## src/rtl/writeback_stage_pkg.sv

```systemverilog
// Shared types for the write-back stage: control bundle from the memory stage,
// load size encodings and the FSM state type.
package writeback_stage_pkg;

  localparam logic [2:0] SIZE_B = 3'b000;
  localparam logic [2:0] SIZE_H = 3'b001;
  localparam logic [2:0] SIZE_W = 3'b010;
  localparam logic [2:0] SIZE_D = 3'b011;

  typedef struct packed {
    logic       read_memory_access;
    logic       reg_write;
    logic       link_write;
    logic       load_unsigned;
    logic [2:0] data_size;
    logic [4:0] dest_reg;
  } control_signals_struct;

  typedef enum logic [1:0] {
    WB_IDLE    = 2'd0,
    WB_WRITE   = 2'd1,
    WB_RELEASE = 2'd2
  } wb_state_t;

  // Encodings above SIZE_D are treated as a full doubleword.
  function automatic logic [3:0] size_in_bytes(input logic [2:0] size);
    return size[2] ? 4'd8 : 4'(4'd1 << size[1:0]);
  endfunction

endpackage

```

## src/rtl/writeback_stage_load_formatter.sv

```systemverilog
// load_formatter: extracts a byte/half/word/double from an aligned doubleword,
// right-justifies and sign/zero-extends it, and flags 8-byte boundary crossings.
module load_formatter
  import writeback_stage_pkg::*;
#(
  parameter int XLEN = 64
) (
  input  logic [XLEN-1:0] dword,
  input  logic [2:0]      offset,
  input  logic [2:0]      size,
  input  logic            is_unsigned,
  output logic [XLEN-1:0] value,
  output logic            misaligned
);

  logic [XLEN-1:0] shifted;
  logic [3:0]      size_bytes;

  always_comb begin
    shifted    = dword >> {offset, 3'b000};
    size_bytes = size_in_bytes(size);
    misaligned = ({1'b0, offset} + size_bytes) > 4'd8;
    unique case (size)
      SIZE_B:  value = {{(XLEN-8){~is_unsigned & shifted[7]}}, shifted[7:0]};
      SIZE_H:  value = {{(XLEN-16){~is_unsigned & shifted[15]}}, shifted[15:0]};
      SIZE_W:  value = {{(XLEN-32){~is_unsigned & shifted[31]}}, shifted[31:0]};
      SIZE_D:  value = shifted;
      default: value = shifted;
    endcase
  end

endmodule

```

## src/rtl/writeback_stage.sv

```systemverilog
// writeback_stage: captures the memory-stage result, formats loads and writes the
// register file. Define WB_INSTRET_EN to add the retired-instruction counter port.
module writeback_stage
  import writeback_stage_pkg::*;
#(
  parameter int XLEN       = 64,
  parameter int REG_ADDR_W = 5
) (
  input  logic                  clk,
  input  logic                  reset,
  input  logic                  memory_done,
  input  logic [XLEN-1:0]       loaded_data_out,
  input  logic [XLEN-1:0]       alu_data,
  input  logic [XLEN-1:0]       pc_plus_4,
  input  control_signals_struct control_signals,
  input  logic                  rf_write_ready,
  output logic                  mem_wb_pipeline_valid,
  output logic                  rf_write_enable,
  output logic [REG_ADDR_W-1:0] rf_write_addr,
  output logic [XLEN-1:0]       rf_write_data,
  output logic                  wb_misaligned
`ifdef WB_INSTRET_EN
  ,
  output logic [63:0]           instret
`endif
);

  wb_state_t             state_q, state_d;
  logic                  valid_q, valid_d;
  logic                  first_q, first_d;
  control_signals_struct ctrl_q, ctrl_d;
  logic [XLEN-1:0]       load_q, load_d;
  logic [XLEN-1:0]       alu_q, alu_d;
  logic [XLEN-1:0]       pc4_q, pc4_d;

  logic [XLEN-1:0]       load_value;
  logic                  load_misaligned;
  logic                  misaligned;
  logic                  write_needed;

  load_formatter #(.XLEN(XLEN)) u_load_formatter (
    .dword      (load_q),
    .offset     (alu_q[2:0]),
    .size       (ctrl_q.data_size),
    .is_unsigned(ctrl_q.load_unsigned),
    .value      (load_value),
    .misaligned (load_misaligned)
  );

  // Only loads can be misaligned; the ALU result of other ops is not an address.
  assign misaligned   = ctrl_q.read_memory_access & load_misaligned;
  assign write_needed = (ctrl_q.reg_write | ctrl_q.link_write)
                      & (ctrl_q.dest_reg != '0) & ~misaligned;

  always_comb begin
    // NOTE: every signal gets a default first so no path can infer a latch.
    state_d = state_q;
    valid_d = valid_q;
    first_d = 1'b0;
    ctrl_d  = ctrl_q;
    load_d  = load_q;
    alu_d   = alu_q;
    pc4_d   = pc4_q;
    unique case (state_q)
      WB_IDLE: begin
        if (memory_done) begin
          ctrl_d  = control_signals;
          load_d  = loaded_data_out;
          alu_d   = alu_data;
          pc4_d   = pc_plus_4;
          valid_d = 1'b1;
          first_d = 1'b1;
          state_d = WB_WRITE;
        end
      end
      WB_WRITE: begin
        if (!write_needed || rf_write_ready) state_d = WB_RELEASE;
      end
      WB_RELEASE: begin
        // Hold valid until the memory stage drops done, so the result is not recaptured.
        if (!memory_done) begin
          valid_d = 1'b0;
          state_d = WB_IDLE;
        end
      end
      default: state_d = WB_IDLE;
    endcase
  end

  // NOTE: non-blocking assignments so every flop samples pre-edge values.
  always_ff @(posedge clk or negedge reset) begin
    if (!reset) begin
      state_q <= WB_IDLE;
      valid_q <= 1'b0;
      first_q <= 1'b0;
      // NOTE: the result register is reset because rf_write_addr/data must read 0 out of reset.
      ctrl_q  <= '0;
      load_q  <= '0;
      alu_q   <= '0;
      pc4_q   <= '0;
    end else begin
      state_q <= state_d;
      valid_q <= valid_d;
      first_q <= first_d;
      ctrl_q  <= ctrl_d;
      load_q  <= load_d;
      alu_q   <= alu_d;
      pc4_q   <= pc4_d;
    end
  end

  always_comb begin
    if (ctrl_q.link_write)              rf_write_data = pc4_q;
    else if (ctrl_q.read_memory_access) rf_write_data = load_value;
    else                                rf_write_data = alu_q;
  end

  assign mem_wb_pipeline_valid = valid_q;
  assign rf_write_enable       = (state_q == WB_WRITE) & write_needed;
  assign rf_write_addr         = REG_ADDR_W'(ctrl_q.dest_reg);
  assign wb_misaligned         = (state_q == WB_WRITE) & first_q & misaligned;

`ifdef WB_INSTRET_EN
  logic [63:0] instret_q, instret_d;

  always_comb begin
    instret_d = instret_q;
    if (state_q == WB_RELEASE && !memory_done) instret_d = instret_q + 64'd1;
  end

  always_ff @(posedge clk or negedge reset) begin
    if (!reset) instret_q <= '0;
    else        instret_q <= instret_d;
  end

  assign instret = instret_q;
`endif

endmodule

```

## config.mk

```make
export PLATFORM = sky130hd
export DESIGN_NAME = writeback_stage
export DESIGN_NICKNAME = d
export VERILOG_FILES = /design/src/rtl/writeback_stage_pkg.sv /design/src/rtl/writeback_stage_load_formatter.sv /design/src/rtl/writeback_stage.sv
export SDC_FILE = /design/constraint.sdc
export NUM_CORES = 1
export LEC_CHECK = 0
export BUFFER_PORTS_ARGS = -buffer_cell sky130_fd_sc_hd__buf_2
export CAP_MARGIN = 20
export CORE_MARGIN = 5
export CORE_UTILIZATION = 24
export CTS_CLUSTER_DIAMETER = 60
export CTS_CLUSTER_SIZE = 40
export DETAILED_ROUTE_END_ITERATION = 8
export GPL_TIMING_DRIVEN = 1
export PLACE_DENSITY_LB_ADDON = 0.08
export SKIP_LAST_GASP = 1
export SLEW_MARGIN = 5
export SYNTH_ARGS = -nofsm -noshare
export SYNTH_HDL_FRONTEND = slang
export SYNTH_SLANG_ARGS = --single-unit
```

## constraint.sdc

```tcl
create_clock -name clk -period 6.6 [get_ports clk]
set_input_delay 0.99 -clock clk [delete_from_list [all_inputs] [get_ports clk]]
set_output_delay 0.99 -clock clk [all_outputs]
set_load 0.03 [all_outputs]
```

### After elaboration in Yosys (flattened, before gate mapping)

Index checks and enable logic that the tools add are counted.

* flip-flop bits (word level): 208
* latch bits: 0
* memory bits (writable): 0
* memory bits (read-only): 0
* input port bits: 208
* output and inout bits: 72
* logic and storage cells: 57
* memories: 0

* add/subtract/negate cells: 1
* multipliers: 0
* divide/modulo/power cells: 0
* $lt $le $gt $ge: 1
* equal/unequal tests: 7
* shift-type cells: 2
* mux-type cells: 13
* bitwise logic cells: 12
* reductions and logical operators: 9

Operators with widths (count)
* $pmux W64 S3: 1
* $mux W64: 2
* $shr A64 B6 Y64: 1
* $and A1 B1 Y1: 9
* $mux W2: 3
* $ne A2 B2 Y1 const B: 3
* $pmux W2 S3: 1
* $reduce_and A3 Y1: 2
* $reduce_bool A5 Y1: 1
* $add A3 B4 Y4: 1
* $gt A4 B4 Y1 const B: 1
* $mux W1: 4
* $mux W4: 1
* $shl A1 B2 Y4 const A: 1
* $eq A3 B1 Y1 const B: 1
* $eq A3 B2 Y1 const B: 1
* $logic_not A3 Y1: 1
* $eq A2 B1 Y1 const B: 1
* $eq A2 B2 Y1 const B: 1
* $logic_not A2 Y1: 1
* $not A1 Y1: 2
* $pmux W1 S2: 1
* $reduce_and A2 Y1: 1
* $reduce_bool A2 Y1: 1
* other kinds (3): 3

### Depth between registers and ports, before layout

Gate-level depths: netlist of run 1.

* depth after elaboration: 11
* depth in mapped cells: 9
* mapped depth without buffers: 9

### Hierarchy

Synthesis of run 1 repeated with hierarchy kept, for this count alone.

* cell total of the unflattened synthesis: 969
* area, all modules: 12473.2 sq um

By module, submodules not included
* writeback_stage: times used 1, cells an instance 671, area each 9651.8 sq um, seq. area each 5205.0 sq um
* load_formatter: times used 1, cells an instance 298, area each 2821.5 sq um, seq. area each 0.0 sq um

### Worst setup path before layout of run 1

No wires, ideal clock.

* path kind: reg2out
* start point: register alu_q[0]
* end point: output rf_write_data[3]
* arrival: 2435 ps
* data required time: 5610 ps
* setup slack: 3175 ps
* stages on the path, launching flop included: 8
* buffers on the path: 4
* cell sequence: dfrtp_1 buf_2 buf_2 clkbuf_1 buf_1 o211ai_1 o311a_1 o31ai_1

* longest elaborated chain between the ends: 4

RTL lines
* from (decl): line writeback_stage.sv:33 `logic [XLEN-1:0] alu_q, alu_d;`
* from (signal assigned): line writeback_stage.sv:107 `alu_q <= alu_d;`
* $shr A64 B6 Y64: line writeback_stage_load_formatter.sv:20 `shifted = dword >> {offset, 3'b000};`
* $pmux W64 S3: line writeback_stage_load_formatter.sv:23 `unique case (size)`
* $mux W64: line writeback_stage.sv:114 `else if (ctrl_q.read_memory_access) rf_write_data = load_value;`
* $mux W64: line writeback_stage.sv:113 `if (ctrl_q.link_write) rf_write_data = pc4_q;`
* to (decl): line writeback_stage.sv:20 `output logic [XLEN-1:0] rf_write_data,`

Every way passes these cells.

### Final worst setup path of run 1

* start point: register alu_q[1]
* end point: output rf_write_data[62]

* longest elaborated chain between the ends: 5
* elaborated cells on any way between the ends: 7
* classes of those cells: shift (1); mux (3); bitwise (3)

RTL lines (line)
* $shr A64 B6 Y64 *: writeback_stage_load_formatter.sv:20
* $and A1 B1 Y1 (on tied branches): writeback_stage_load_formatter.sv:26, writeback_stage_load_formatter.sv:24, writeback_stage_load_formatter.sv:25
* $pmux W64 S3 *: writeback_stage_load_formatter.sv:23
* $mux W64 *: writeback_stage.sv:114
* $mux W64 *: writeback_stage.sv:113

Every way passes the cells marked *; elsewhere a longest branch is shown, timed or not.

==> impl_metrics.json, run 1 <==
{
  "status": "finished, final reports clean",
  "cts.clk_slew.worst_paths_ns": 0.05,
  "power_density_nw_per_um2": 671,
  "critPathSlowestCell": "nor3b_1",
  "worst-slew-pin-transition_ns": 1.21,
  "cts.htree.levels": 1,
  "path_class": "flip-flop to output port",
  "cts_setup_buffers": 0,
  "final_cells": 1791,
  "routedWlPerCell_um": 24.5,
  "whs_ns": 0.405,
  "track_usage_pct": 16.9,
  "dp.cells": 1733,
  "ys_seq_area_share_pct": 47.5,
  "grt_pass1_wl_um": 63400,
  "fin_util_pct": 30.8,
  "yosysWarnings": 0,
  "cts_made_buffers": 30,
  "period_share_pct": 72.2,
  "grt_max_degree": 163,
  "ioPinCount": 280,
  "area_growth_pct": 27.3,
  "required_ns": 5.61,
  "chipHeight_um": 224,
  "wirelength_um": 43900,
  "clk_path_buf_depth": 3,
  "rsz0062_at_grt": "false",
  "core_um2": 45300,
  "hold_viol_final": 0,
  "syn_inst": 916,
  "syn-cell-area_um2": 11000,
  "p_total_w": 0.00936,
  "hp-class": "input pin to async pin",
  "synth.avg_cell_area_um2": 12.0,
  "fp.dieArea_um2": 50000,
  "layout_commonest_cell": "buf_2",
  "grt_pass1_vias": 9032,
  "clk_latency_ns": 0.57,
  "ys_ff_latch": 208,
  "dr.first_iter.drc_count": 440,
  "min_period_ns": 4.77,
  "path_buf_inv": 3,
  "num_rows": 78,
  "n_fill_cell": 4780,
  "synth_top_area_cell": "dfrtp_1",
  "critPathTopFamily": "simple AND/OR/NAND/NOR gates",
  "synth.net_count": 1128,
  "skew_ns": 0.0168,
  "cts_hold_buf": 0,
  "critPathLaunchType": "flip-flop",
  "first_pass_iters": 5,
  "yosys.cell_types.count": 56,
  "synth_area_leaders": "dfrtp_1 48%, mux2_2 23%, mux2i_1 3.6%",
  "drcViolationCount": 0,
  "die_w_um": 224,
  "dp_hpwl_um": 33200,
  "async_flop_share_pct": 100,
  "relSlewSlack_pct": 19.3,
  "critical_path.max_fanout": 40,
  "most-common-layout-cells": "278 x buf_2, 221 x mux2_2, 204 x dfrtp_1",
  "post_cts_resized": 0,
  "setup_tns_ns": 0,
  "port-buffer-count": 279,
  "start_util_pct": 24.2,
  "crit_chain": "buf_4, nor3b_1, nand2_1, a31oi_1, nor4_4, buf_4, a21oi_1, buf_2",
  "netlist.area_leader.share_pct": 47.5,
  "cp-end-kind": "output port",
  "crit_top_cell": "buf_4",
  "gp_congestion": 0.838,
  "clkSinkCount": 208,
  "ir_worst_vdd_v": 0.000285,
  "cap_violations": 0,
  "finalNetCount": 1378,
  "drive_gt1_share_pct": 52.9,
  "root_buffer": "clkbuf_16",
  "max_freq_mhz": 210,
  "synth_enable_flop_cells": 0,
  "cpPeakStageDelay_ns": 0.72,
  "static-leakage-power_nw": 5.95,
  "antenna_found_initial": 3,
  "synth_ff_type": "dfrtp_1",
  "setup_viol": 0,
  "critPathArrivalTime_ns": 3.78,
  "gr-total-overflow": 0,
  "postRouteAntennaNets": 0,
  "viasPerCell": 4.79,
  "cts_tree": "done",
  "vias": 8571,
  "drv_slew": 0
}
-- area by class of cell --
type	count	area (µm²)	area share, %
multi-input cells	625	5380	38.6
flip-flops and latches	208	5210	37.4
repair buffers	295	1550	11.1
clock buffers	38	842	6.04
well taps	600	751	5.39
clock inverters	17	171	1.23
inverters	6	22.5	0.162
diodes	2	5.00	0.0359
-- cells by family after synthesis --
kind of cell	share of synthesized area, %
AOI/OAI and AO/OA	12.9
xor gates and xnor gates	0.160
adders and majority gates	0.526
buffers and inverters	3.44
DFF	47.5
muxes	29.2
and+or+nand+nor	6.26
-- synth_stat cells, types with 2 or more instances --
cell type / n
xor2_1: 2
a211o_1: 5
inv_1: 5
nor3b_1: 3
o22ai_1: 40
buf_1: 6
mux2i_1: 39
nand3b_1: 3
o21ai_0: 34
o211ai_1: 23
nor2_1: 22
and2_1: 5
and3_1: 2
clkbuf_1: 49
buf_6: 4
a31oi_1: 5
nand2b_1: 6
o31ai_1: 4
or3_1: 2
buf_2: 13
nand2_1: 61
a21oi_2: 30
mux2_2: 221
dfrtp_1: 208
o2111ai_1: 4
a22oi_1: 15
mux4_2: 13
o2bb2ai_1: 2
a21o_1: 3
a2bb2oi_1: 3
or2_2: 8
a21oi_1: 21
nor2b_1: 11
nor3_1: 2
a211oi_1: 6
buf_4: 5
ha_1: 3
o311a_1: 3
nand3_1: 8
-- report_power, final --
part,internal (W),switching [W],total [W]
combinational,0.00200,0.00309,0.00508
sequential,0.00194,0.000717,0.00265
clock,0.000961,0.000664,0.00162
-- metal layers --
metal	routed length (µm)	share of wire [%]	vias up	global-route usage (%)
li1	-	-	3926	-
met4	798	1.8	0	3.54
met5	0	0	-	0
met3	2480	5.6	47	3.43
met2	20400	46	248	27.2
met1	20200	46	4350	23.7
-- metrics by stage --
stage	instance area [µm²]	setup WS (ns)
after floorplan	11000	3.17
after global placement	12900	2.29
after detailed placement	12900	2.18
after CTS	13900	1.57
after global routing	13900	1.59
final	13900	1.83
-- worst register-to-register path, delay by kind of cell, from the launching register on --
family          cells  cell delay [ns]
buf+inv             2             0.84
xor+xnor            1             0.14
fa+ha+maj           1             0.51
simple gates        2             0.33
compound gates      1             0.36
flops               1             0.93
-- final timing paths --
check | from | endpoint | slack, ns | cells past startpoint
worst max-delay path | alu_q[1] | rf_write_data[62] | 1.83 | 8
worst min-delay path | reset | pc4_q[54] | 0.40 | 1
worst max register to register | alu_q[1] | state_q[0] | 3.44 | 7
worst min register to register | alu_q[62] | alu_q[62] | 0.50 | 1
max in group asynchronous | reset | alu_q[6] | 5.02 | 2
min in group clk | alu_q[62] | alu_q[62] | 0.50 | 1
-- flip-flops by register name, indices dropped and copies added (netlist names) --
signal                 cells
load_q                    64
ctrl_q                     7
pc4_q                     64
state_q                    2
first_q                    1
rf_write_addr              5
alu_q                     64
mem_wb_pipeline_valid      1
Note: power is estimated with default switching activity, not from simulation.
==> run 2, diff against run 1 <==
Clock period 6.6 ns to 4.39 ns, I/O delays scaled along.
==> run 2 against run 1 <==
  * Clock-buffer cell count decreased by 8
  * Hold slack lost 0.25 ns
  * Register-to-register slack worse by 1.8 ns
  * Global-route usage rose by 0.14 points
  * Combinational power is 54% higher
  * Sequential share of layout area shrank 0.25 points
  * Largest power group unchanged
  * Via count barely moved
  * Critical endpoint is now rf_write_data[53]
  * Routed wire length barely moved
  * Cell count increased by 0.17%
  * Die area is the same
  * Final area grew 0.67%
  * First-iteration DRC count rose by 17%
==> impl_metrics.json, run 2 (same netlist as run 1, synthesis figures left out) <==
{
  "static-leakage-power_nw": 6.01,
  "critPathSlowestCell": "nor3b_1",
  "fp.dieArea_um2": 50000,
  "rsz0062_at_grt": "false",
  "dp_hpwl_um": 33200,
  "wirelength_um": 43900,
  "area_growth_pct": 28.1,
  "period_share_pct": 91.8,
  "worst-slew-pin-transition_ns": 1.01,
  "internal-power_w": 0.00750,
  "most-common-layout-cells": "278 x buf_2, 221 x mux2_2, 204 x dfrtp_1",
  "combPwrFrac_pct": 54.9,
  "ir_worst_vdd_v": 0.000403,
  "dr.first_iter.drc_count": 513,
  "critPathArrivalTime_ns": 3.37,
  "drcViolationCount": 0,
  "max_freq_mhz": 248,
  "setup_viol": 0,
  "whs_ns": 0.152,
  "start_util_pct": 24.2,
  "status": "finished, final reports clean",
  "p_sw_w": 0.00675,
  "p_seq_share_pct": 27.1,
  "cts.htree.levels": 1,
  "cts_tree": "done",
  "postRouteAntennaNets": 0,
  "root_buffer": "clkbuf_16",
  "num_rows": 78,
  "crit_chain": "nor3b_1, nand2_1, a31oi_1, nor4_4, buf_4, a21oi_2, buf_2",
  "p_clk_share_pct": 17.9,
  "chipHeight_um": 224,
  "antenna_found_initial": 1,
  "vias": 8569,
  "hp-class": "input pin to async pin",
  "path_buf_inv": 2,
  "drive_gt1_share_pct": 53.3,
  "startpoint": "alu_q[2]",
  "r2r_start": "alu_q[1]",
  "core_um2": 45300,
  "p_total_w": 0.0142,
  "fin_util_pct": 31.0,
  "viasPerCell": 4.78,
  "cts_made_buffers": 28,
  "drv_slew": 0,
  "relSlewSlack_pct": 32.6,
  "cts.clk_slew.worst_paths_ns": 0.06,
  "swShare_pct": 47.4,
  "gr-total-overflow": 0,
  "ioPinCount": 280,
  "first_pass_iters": 6,
  "reg.largest.list": "alu_q x64, load_q x64, pc4_q x64",
  "routedWlPerCell_um": 24.5,
  "cpPeakStageDelay_ns": 0.87,
  "cap_violations": 0,
  "cp-end-kind": "output port",
  "critical_path.max_fanout": 31,
  "cts_hold_buf": 0,
  "grt_max_degree": 139,
  "finalNetCount": 1382,
  "path_class": "flip-flop to output port",
  "gp_congestion": 0.799,
  "clk_latency_ns": 0.56,
  "required_ns": 3.73,
  "power_density_nw_per_um2": 1020,
  "track_usage_pct": 17.0,
  "cts_setup_buffers": 0,
  "min_period_ns": 4.03,
  "grt_pass1_vias": 9216,
  "layout_commonest_cell": "buf_2",
  "skew_ns": 0.00954,
  "port-buffer-count": 279,
  "die_w_um": 224,
  "clkSinkCount": 208,
  "grt_pass1_wl_um": 63900,
  "critPathLaunchType": "flip-flop",
  "clk_path_buf_depth": 3,
  "critPathTopFamily": "simple AND/OR/NAND/NOR gates",
  "hold_viol_final": 0,
  "setup_tns_ns": 0
}
==> run 2: changes by cell type in the layout (fill, tap and decap cells not counted) <==
cell,delta
clkinvlp_4,-1
clkinv_2,+2
bufinv_16,+4
clkbuf_1,-3
clkinv_8,+1
clkinv_4,+1
buf_4,+4
buf_6,+1
buf_12,+1
inv_8,+2
clkbuf_8,-3
inv_6,-4
clkbuf_16,-2
==> run 2: path summary, 6_finish.rpt <==
kind                                          end  slack, ns  depth (start not counted)
min in group clk                        ctrl_q[9]       0.32                          3
worst min register to register          alu_q[62]       0.50                          1
max in group asynchronous               alu_q[31]       3.32                          2
worst min-delay path                    pc4_q[54]       0.15                          1
worst max-delay path            rf_write_data[53]       0.36                          7
worst max register to register         state_q[1]       1.60                          7
==> run 2: final cells by class <==
cell class,count,area (µm²)
fill,4733,31300
multi-input combinational,625,5380
sequential,208,5210
timing repair buffer,301,1610
tap,600,751
clock buffer,30,739
clock inverter,22,307
inverter,6,22.5
antenna,2,5.00
==> run 2: power by group through the flow <==
stage                     clock network [W]  logic [W]  registers, W
after floorplan                           0    0.00561       0.00341
after global placement                    0    0.00790       0.00389
after detailed placement                  0    0.00790       0.00391
after CTS                           0.00264    0.00793       0.00388
after global routing                0.00272    0.00837       0.00401
final                               0.00255    0.00782       0.00386
==> run 2: routing by layer <==
| layer | up-vias | GRT usage, % | routed length [µm] |
|---|---|---|---|
| li1 | 3928 | - | - |
| met1 | 4364 | 24.2 | 20500 |
| met2 | 242 | 27.5 | 20500 |
| met3 | 35 | 2.97 | 2330 |
| met4 | 0 | 3.46 | 640 |
| met5 | - | 0 | 0 |
==> run 2: timing repair <==
action / in CTS / in global routing
endpoints found under the setup margin: 0 / 2
hold endpoints to repair: 0 / 0
resized for setup: 0 / 1
==> run 2: per-stage QoR <==
stage,instances,setup slack (ns),instance area [µm²]
6_report,1794,0.358,14000
5_1_grt,1793,0.135,14000
4_1_cts,1792,0.0917,14000
3_5_place_dp,1740,0.706,13000
3_3_place_gp,1740,0.777,13000
2_1_floorplan,916,1.30,11000
==> run 2: worst reg2reg max path, stage by stage (launching register included) <==
cell and delay, ns:
dfrtp_2 0.51, buf_6 0.50, inv_1 0.41, fa_1 0.52
xor2_1 0.13, nand3b_1 0.14, a311oi_1 0.35, a211oi_1 0.10
